## config.mk

```make
export PLATFORM = sky130hd
export DESIGN_NAME = jam_monitor_flat
export DESIGN_NICKNAME = d
export VERILOG_FILES = /design/src/rtl/jam_pkg.sv /design/src/rtl/jam_monitor_if.sv /design/src/rtl/run_length_scanner.sv /design/src/rtl/jam_monitor.sv /design/src/flat_wrapper.sv
export SDC_FILE = /design/constraint.sdc
export NUM_CORES = 1
export LEC_CHECK = 0
export CORE_MARGIN = 3
export CORE_UTILIZATION = 49
export CTS_CLUSTER_DIAMETER = 150
export DETAILED_ROUTE_END_ITERATION = 16
export HOLD_SLACK_MARGIN = 0.03
export PLACE_DENSITY = 0.71
export SETUP_SLACK_MARGIN = 0.15
export SLEW_MARGIN = 30
export SYNTH_ARGS = -nofsm -noshare
export SYNTH_HDL_FRONTEND = slang
export SYNTH_SLANG_ARGS = --single-unit
```

## constraint.sdc

```tcl
create_clock -name i_clk -period 1.95 [get_ports i_clk]
set_input_delay 0.39 -clock i_clk [delete_from_list [all_inputs] [get_ports i_clk]]
set_output_delay 0.39 -clock i_clk [all_outputs]
set_load 0.02 [all_outputs]
```

## src/rtl/jam_pkg.sv

```systemverilog
// Shared types and defaults for the jam monitor slice.
// Contents: FSM state enum, default geometry constants, run-width helper.
package jam_pkg;

    localparam int unsigned DEF_DIM     = 20;
    localparam int unsigned DEF_JAM_LEN = 4;
    localparam int unsigned DEF_HOLD    = 2;
    localparam int unsigned DEF_CNT_W   = 11;

    typedef enum logic [1:0] {
        IDLE = 2'd0,
        SCAN = 2'd1,
        EVAL = 2'd2
    } state_e;

    // Bits needed to hold a count in the range 0..n inclusive.
    function automatic int unsigned run_w(input int unsigned n);
        return $clog2(n + 1);
    endfunction

endpackage

```

## src/rtl/jam_monitor_if.sv

```systemverilog
// Frame/result bus between the traffic core, the jam monitor and the status LEDs.
// master: frame producer (drives i_valid/i_cells, observes results).
// slave : jam_monitor (accepts frames, drives ready/done/results).
interface jam_monitor_if
    import jam_pkg::*;
#(
    parameter int unsigned DIM   = DEF_DIM,
    parameter int unsigned CNT_W = DEF_CNT_W
);
    localparam int unsigned RUN_W = run_w(DIM);

    logic             i_valid;
    logic [DIM-1:0]   i_cells;
    logic             o_ready;
    logic             o_done;
    logic [RUN_W-1:0] o_max_run;
    logic [RUN_W-1:0] o_occ;
    logic [CNT_W-1:0] o_exits;
    logic [CNT_W-1:0] o_frames;
    logic             o_jam;
    logic [CNT_W-1:0] o_jam_frame;

    modport master (
        output i_valid, i_cells,
        input  o_ready, o_done, o_max_run, o_occ, o_exits, o_frames, o_jam, o_jam_frame
    );

    modport slave (
        input  i_valid, i_cells,
        output o_ready, o_done, o_max_run, o_occ, o_exits, o_frames, o_jam, o_jam_frame
    );

endinterface

```

## src/rtl/run_length_scanner.sv

```systemverilog
// Serial scanner: walks one cell per cycle (bit0 first) and accumulates the
// longest run of set cells and the set-cell count.
// Ports: i_clk, i_rst (sync, active-high), i_start/i_cells load a frame,
// o_busy while scanning, o_last_c high in the cycle the final cell is consumed,
// o_max_run/o_occ hold the accumulators (final once o_busy drops).
module run_length_scanner #(
    parameter int unsigned DIM   = 20,
    parameter int unsigned RUN_W = 5
) (
    input  logic             i_clk,
    input  logic             i_rst,
    input  logic             i_start,
    input  logic [DIM-1:0]   i_cells,
    output logic             o_busy,
    output logic             o_last_c,
    output logic [RUN_W-1:0] o_max_run,
    output logic [RUN_W-1:0] o_occ
);
    localparam int unsigned IDX_W = (DIM > 1) ? $clog2(DIM) : 1;

    logic [DIM-1:0]   shreg_q;
    logic [IDX_W-1:0] idx_q;
    logic [RUN_W-1:0] run_q;
    logic [RUN_W-1:0] max_q;
    logic [RUN_W-1:0] occ_q;
    logic             busy_q;
    logic [RUN_W-1:0] run_n;

    // Run length including the cell being examined this cycle.
    always_comb begin
        run_n = '0;
        if (shreg_q[0]) begin
            run_n = run_q + RUN_W'(1);
        end
    end

    // Load on start, then consume one cell per cycle until the last index.
    always_ff @(posedge i_clk) begin
        if (i_rst) begin
            shreg_q <= '0;
            idx_q   <= '0;
            run_q   <= '0;
            max_q   <= '0;
            occ_q   <= '0;
            busy_q  <= 1'b0;
        end else if (i_start) begin
            shreg_q <= i_cells;
            idx_q   <= '0;
            run_q   <= '0;
            max_q   <= '0;
            occ_q   <= '0;
            busy_q  <= 1'b1;
        end else if (busy_q) begin
            shreg_q <= shreg_q >> 1;
            run_q   <= run_n;
            max_q   <= (run_n > max_q) ? run_n : max_q;
            occ_q   <= occ_q + RUN_W'(shreg_q[0]);
            if (idx_q == IDX_W'(DIM - 1)) begin
                busy_q <= 1'b0;
            end else begin
                idx_q <= idx_q + IDX_W'(1);
            end
        end
    end

    assign o_busy    = busy_q;
    assign o_last_c  = busy_q && (idx_q == IDX_W'(DIM - 1));
    assign o_max_run = max_q;
    assign o_occ     = occ_q;

endmodule

```

## src/rtl/jam_monitor.sv

```systemverilog
// Per-frame traffic observer: accepts an occupancy frame, scans it serially,
// then commits longest run, occupancy, exit count, frame count and a sticky
// jam flag with the index of the first frame of the jamming streak.
// Ports: i_clk, i_rst (sync, active-high), bus (jam_monitor_if.slave).
module jam_monitor
    import jam_pkg::*;
#(
    parameter int unsigned DIM     = DEF_DIM,
    parameter int unsigned JAM_LEN = DEF_JAM_LEN,
    parameter int unsigned HOLD    = DEF_HOLD,
    parameter int unsigned CNT_W   = DEF_CNT_W
) (
    input  logic          i_clk,
    input  logic          i_rst,
    jam_monitor_if.slave  bus
);
    localparam int unsigned RUN_W    = run_w(DIM);
    localparam int unsigned STREAK_W = run_w(HOLD);
    localparam logic [CNT_W-1:0] CNT_MAX = '1;

    state_e              state_q, state_d;
    logic                ready_q, ready_d;
    logic                done_q, done_d;
    logic [RUN_W-1:0]    max_run_q, max_run_d;
    logic [RUN_W-1:0]    occ_q, occ_d;
    logic [CNT_W-1:0]    exits_q, exits_d;
    logic [CNT_W-1:0]    frames_q, frames_d;
    logic                jam_q, jam_d;
    logic [CNT_W-1:0]    jam_frame_q, jam_frame_d;
    logic [CNT_W-1:0]    frame_cnt_q, frame_cnt_d;
    logic [CNT_W-1:0]    frame_idx_q, frame_idx_d;
    logic [CNT_W-1:0]    start_idx_q, start_idx_d;
    logic [STREAK_W-1:0] streak_q, streak_d;
    logic                prev_exit_q, prev_exit_d;
    logic                cur_exit_q, cur_exit_d;

    logic                scan_start_c;
    logic                scan_busy;
    logic                scan_last_c;
    logic [RUN_W-1:0]    scan_max;
    logic [RUN_W-1:0]    scan_occ;

    run_length_scanner #(
        .DIM   (DIM),
        .RUN_W (RUN_W)
    ) u_scan (
        .i_clk     (i_clk),
        .i_rst     (i_rst),
        .i_start   (scan_start_c),
        .i_cells   (bus.i_cells),
        .o_busy    (scan_busy),
        .o_last_c  (scan_last_c),
        .o_max_run (scan_max),
        .o_occ     (scan_occ)
    );

    // Next-state and next-output logic.
    always_comb begin
        state_d      = state_q;
        done_d       = 1'b0;
        max_run_d    = max_run_q;
        occ_d        = occ_q;
        exits_d      = exits_q;
        frames_d     = frames_q;
        jam_d        = jam_q;
        jam_frame_d  = jam_frame_q;
        frame_cnt_d  = frame_cnt_q;
        frame_idx_d  = frame_idx_q;
        start_idx_d  = start_idx_q;
        streak_d     = streak_q;
        prev_exit_d  = prev_exit_q;
        cur_exit_d   = cur_exit_q;
        scan_start_c = 1'b0;

        case (state_q)
            IDLE: begin
                if (bus.i_valid && ready_q && !scan_busy) begin
                    scan_start_c = 1'b1;
                    state_d      = SCAN;
                    frame_idx_d  = frame_cnt_q;
                    cur_exit_d   = bus.i_cells[DIM-1];
                    if (frame_cnt_q != CNT_MAX) begin
                        frame_cnt_d = frame_cnt_q + CNT_W'(1);
                    end
                end
            end
            SCAN: begin
                if (scan_last_c) begin
                    state_d = EVAL;
                end
            end
            EVAL: begin
                max_run_d   = scan_max;
                occ_d       = scan_occ;
                frames_d    = frame_cnt_q;
                prev_exit_d = cur_exit_q;
                // A car leaving the last cell shows up as 1 -> 0 on the exit bit.
                if (prev_exit_q && !cur_exit_q && (exits_q != CNT_MAX)) begin
                    exits_d = exits_q + CNT_W'(1);
                end
                if (scan_max >= RUN_W'(JAM_LEN)) begin
                    if (streak_q == '0) begin
                        start_idx_d = frame_idx_q;
                    end
                    if (streak_q != STREAK_W'(HOLD)) begin
                        streak_d = streak_q + STREAK_W'(1);
                    end
                end else begin
                    streak_d = '0;
                end
                // With HOLD=1 the streak starts and completes on this frame.
                if ((streak_d == STREAK_W'(HOLD)) && !jam_q) begin
                    jam_d       = 1'b1;
                    jam_frame_d = (streak_q == '0) ? frame_idx_q : start_idx_q;
                end
                done_d  = 1'b1;
                state_d = IDLE;
            end
            default: begin
                state_d = IDLE;
            end
        endcase

        ready_d = (state_d == IDLE);
    end

    // State and output registers.
    always_ff @(posedge i_clk) begin
        if (i_rst) begin
            state_q     <= IDLE;
            ready_q     <= 1'b0;
            done_q      <= 1'b0;
            max_run_q   <= '0;
            occ_q       <= '0;
            exits_q     <= '0;
            frames_q    <= '0;
            jam_q       <= 1'b0;
            jam_frame_q <= '0;
            frame_cnt_q <= '0;
            frame_idx_q <= '0;
            start_idx_q <= '0;
            streak_q    <= '0;
            prev_exit_q <= 1'b0;
            cur_exit_q  <= 1'b0;
        end else begin
            state_q     <= state_d;
            ready_q     <= ready_d;
            done_q      <= done_d;
            max_run_q   <= max_run_d;
            occ_q       <= occ_d;
            exits_q     <= exits_d;
            frames_q    <= frames_d;
            jam_q       <= jam_d;
            jam_frame_q <= jam_frame_d;
            frame_cnt_q <= frame_cnt_d;
            frame_idx_q <= frame_idx_d;
            start_idx_q <= start_idx_d;
            streak_q    <= streak_d;
            prev_exit_q <= prev_exit_d;
            cur_exit_q  <= cur_exit_d;
        end
    end

    assign bus.o_ready     = ready_q;
    assign bus.o_done      = done_q;
    assign bus.o_max_run   = max_run_q;
    assign bus.o_occ       = occ_q;
    assign bus.o_exits     = exits_q;
    assign bus.o_frames    = frames_q;
    assign bus.o_jam       = jam_q;
    assign bus.o_jam_frame = jam_frame_q;

endmodule

```

## src/flat_wrapper.sv

```systemverilog
// flat-port wrapper written by rule: the top's interface ports become plain ports
module jam_monitor_flat import jam_pkg::*;
#(
    parameter int unsigned DIM     = DEF_DIM,
    parameter int unsigned JAM_LEN = DEF_JAM_LEN,
    parameter int unsigned HOLD    = DEF_HOLD,
    parameter int unsigned CNT_W   = DEF_CNT_W
)
  (i_clk, i_rst, bus_i_valid, bus_i_cells, bus_o_ready, bus_o_done, bus_o_max_run, bus_o_occ, bus_o_exits, bus_o_frames, bus_o_jam, bus_o_jam_frame);
  jam_monitor_if #(.DIM(DIM), .CNT_W(CNT_W)) bus_i ();
  input  logic i_clk;
  input  logic i_rst;
  input wire logic [$bits(bus_i.i_valid)-1:0] bus_i_valid;
  input wire logic [$bits(bus_i.i_cells)-1:0] bus_i_cells;
  output wire logic [$bits(bus_i.o_ready)-1:0] bus_o_ready;
  output wire logic [$bits(bus_i.o_done)-1:0] bus_o_done;
  output wire logic [$bits(bus_i.o_max_run)-1:0] bus_o_max_run;
  output wire logic [$bits(bus_i.o_occ)-1:0] bus_o_occ;
  output wire logic [$bits(bus_i.o_exits)-1:0] bus_o_exits;
  output wire logic [$bits(bus_i.o_frames)-1:0] bus_o_frames;
  output wire logic [$bits(bus_i.o_jam)-1:0] bus_o_jam;
  output wire logic [$bits(bus_i.o_jam_frame)-1:0] bus_o_jam_frame;
  assign bus_i.i_valid = bus_i_valid;
  assign bus_i.i_cells = bus_i_cells;
  assign bus_o_ready = bus_i.o_ready;
  assign bus_o_done = bus_i.o_done;
  assign bus_o_max_run = bus_i.o_max_run;
  assign bus_o_occ = bus_i.o_occ;
  assign bus_o_exits = bus_i.o_exits;
  assign bus_o_frames = bus_i.o_frames;
  assign bus_o_jam = bus_i.o_jam;
  assign bus_o_jam_frame = bus_i.o_jam_frame;
  jam_monitor #(.DIM(DIM), .JAM_LEN(JAM_LEN), .HOLD(HOLD), .CNT_W(CNT_W)) u_core (.i_clk(i_clk), .i_rst(i_rst), .bus(bus_i));
endmodule
```

==> impl_metrics.toml <==
[synthesis]
ys_warn_count = 0
syn_area_um2 = 5150
syn_nets = 627
synthCells = 592
yosysSeqAreaShare = 0.490
synth_edf_count = 0
synthFlopType = "dfxtp_1"
yosys.cell_types.count = 43
ys_ff_latch = 126
ys_async_sr_fraction = 0
syn_area_per_cell_um2 = 8.69

[critical_path]
startpoint_type = "flip-flop"
cp_slowest_stage_delay_ps = 350
required_ps = 2380
worstPathMaxFanout = 5
critPathArrivalTime_ps = 2360
crit_chain = "ha_4 -> xor2_1 -> and2_1 -> ha_1 -> nand2_2 -> o21bai_4 -> a21oi_4 -> mux2i_1"
cp_slowest_cell = "dfxtp_4"
crit_type = "reg -> reg"
worstSetupEndpointType = "flip-flop"

[timing]
hold_viol = 0
slew_headroom = 0.706
rsz0062_at_grt = "true"
tightest_slew_ps = 437
finalCriticalPeriod_ps = 1940
holdWs_ps = 305
setup_viol = 0
fmax_mhz = 516
fin_crit_sh = 0.993
drv_slew = 0
finalClockSkew_ps = 7.17

[power_and_ir_drop]
vdd_drop_max_v = 0.000596
clock_power_share = 0.505
finalPower_mw = 5.99
p_seq_frac = 0.441
power.internal_mw = 4.59
cellLeakagePower_nw = 2.79
sw_frac_of_total = 0.234
comb_power_share = 0.054
p_switching_mw = 1.40
powerDensity_nw_per_um2 = 885

[outcome]
status = "finished clean"

[placement]
hpwl_um = 7660
gp_congestion = 0.809
portBuffers = 68

[final_layout]
drive_gt1_frac = 0.145
fin_util = 0.677
n_antenna_cell = 0
nNetsFinal = 713
fillCellCount = 817
area_growth_pct = 31.5

[clocking]
clk_pin_slew_ps = 60
htreeDepth = 4
cts_tree = "yes"
insertion_delay_ps = 510
cts_sinks = 126
cts_root_buffer = "clkbuf_8"
cts_made_buffers = 17
clockBufferDepth = 2

[route]
routed_wl_um = 11500
post-route-drc-count = 0
drt-wirelength-per-cell_um = 13.9
ant_nets = 0
via_count = 4418
dr.pass1.iters = 5
drt_iter0_drc = 253
vias_per_cell = 5.36

[die]
die_area_um2 = 11800
start_util = 0.515
rows = 36
core_area_um2 = 10000
die_h_um = 108
top_level_ports = 69
die_w_um = 108

[global_routing]
antenna_found_initial = 0
grt_pass1_wl_um = 19500
grt_pass1_vias = 4274
grt_use_total = 0.207
grt-ovfl-total = 0
grt_max_degree = 42

[min_path]
hold_class = "in -> reg"

[flow_run]
maxCapViolCount = 0
final cells by class:
class,count,area [µm²],share of cell area
Timing Repair Buffer,107,951,0.141
Inverter,11,41.3,0.00610
Sequential cell,126,2530,0.374
Clock buffer,17,414,0.0612
Tap cell,133,166,0.0246
Multi-Input combinational cell,415,2500,0.370
Clock inverter,15,161,0.0238
state kept, by name (all words and copies together), names as in the netlist, 11 cells and up:
signal	flops
u_core.bus.o_exits	11
u_core.bus.o_frames	11
u_core.bus.o_jam_frame	11
u_core.frame_cnt_q	11
u_core.frame_idx_q	11
u_core.start_idx_q	11
u_core.u_scan.shreg_q	20
critical path: cells and delay by family, from the launching register on:
kind            cells  cell delay [ps]
compound gates      2              440
mux                 1              240
xor+xnor            1              130
flops               1              350
simple gates        2              240
fa+ha+maj           2              450
placed cells by master, fill, tap and decap left out, drive strengths merged, types with 2 or more instances in the layout:
| master | instances |
|---|---|
| inv | 16 |
| xor2 | 11 |
| buf | 40 |
| and4 | 2 |
| dlygate4sd2 | 46 |
| clkdlybuf4s50 | 21 |
| ha | 12 |
| nand4bb | 2 |
| mux2 | 2 |
| o41ai | 2 |
| a21oi | 70 |
| clkbuf | 17 |
| and2 | 2 |
| nand2b | 5 |
| nor3 | 4 |
| clkinv | 7 |
| nor4 | 5 |
| nand2 | 116 |
| o21bai | 2 |
| mux2i | 38 |
| nor2 | 53 |
| nand3 | 18 |
| or3 | 5 |
| nand4 | 11 |
| and4bb | 2 |
| a22oi | 19 |
| nor2b | 8 |
| dfxtp | 126 |
| or4 | 5 |
| a31oi | 2 |
| o31ai | 5 |
| o21ai | 6 |
| bufinv | 2 |
through the flow:
stage | area, µm² | instances | worst slack, ps | TNS [ps]
3_3_place_gp | 6120 | 786 | -150 | -480
4_1_cts | 6730 | 824 | 14.8 | 0
3_5_place_dp | 6120 | 786 | -176 | -636
5_1_grt | 6770 | 824 | -73.3 | -118
2_1_floorplan | 5170 | 592 | 130 | 0
6_report | 6770 | 824 | 13.5 | 0
power by group through the flow:
| stage | registers (mW) | clock network, mW | logic (mW) |
|---|---|---|---|
| final | 2.64 | 3.03 | 0.322 |
| after global routing | 2.64 | 3.22 | 0.355 |
| after CTS | 2.64 | 3.09 | 0.321 |
| after detailed placement | 2.70 | 0 | 0.320 |
| after global placement | 2.70 | 0 | 0.314 |
| after floorplan | 2.69 | 0 | 0.178 |
path summary, 6_finish.rpt:
check | cells past startpoint | to | from | slack [ps]
max | 8 | u_core.u_scan.o_max_run[4]$_SDFFE_PP0P_ | u_core.u_scan.run_q[1]$_SDFFE_PP0P_ | 10
min | 2 | u_core.start_idx_q[4]$_SDFFE_PP0P_ | i_rst | 310
max reg2reg | 8 | u_core.u_scan.o_max_run[4]$_SDFFE_PP0P_ | u_core.u_scan.run_q[1]$_SDFFE_PP0P_ | 10
min reg2reg | 2 | u_core.bus.o_occ[2]$_SDFFE_PP0P_ | u_core.bus.o_occ[2]$_SDFFE_PP0P_ | 450
timing repair:
| item | 4_1_cts | 5_1_grt |
|---|---|---|
| buffers inserted | 6 | 0 |
| hold endpoints to repair | 0 | 0 |
| hold buffers | 0 | 0 |
| pin swaps | 6 | 6 |
| endpoints found under the setup margin | 51 | 14 |
| gates resized for setup | 56 | 9 |
synthesized netlist by cell type, types with 3 or more instances:
library cell	instances	area share
nand3_1	18	0.018
mux2i_1	38	0.074
a22oi_1	19	0.028
o31ai_1	5	0.0073
dfxtp_1	126	0.49
buf_4	3	0.0044
or3_1	5	0.0061
nor3_1	4	0.0039
o21ai_0	6	0.0058
xor2_1	11	0.019
nand2_1	116	0.085
nand2b_1	5	0.0061
buf_2	7	0.0068
ha_1	12	0.029
clkbuf_1	23	0.017
nor2b_1	8	0.0097
nand4_1	11	0.013
nor4_1	5	0.0061
buf_1	4	0.0029
a21oi_1	69	0.067
nor2_1	53	0.039
or4_1	5	0.0073
inv_1	11	0.0080
metal layers:
metal  vias up  track usage  wire, µm
met2       102        0.356      5800
met1      2093        0.256      5070
li1       2215            -         -
met4         0       0.0631        93
met3         8       0.0496       484
met5         -            0         0
logic make-up after synthesis:
| group | after synthesis | synth area share |
|---|---|---|
| simple gates | 241 | 0.212 |
| flops | 126 | 0.490 |
| compound gates | 111 | 0.128 |
| buf+inv | 51 | 0.0430 |
| mux | 40 | 0.0783 |
| fa+ha+maj | 12 | 0.0292 |
| xor+xnor | 11 | 0.0187 |
Power figures use the tool's default switching activity.
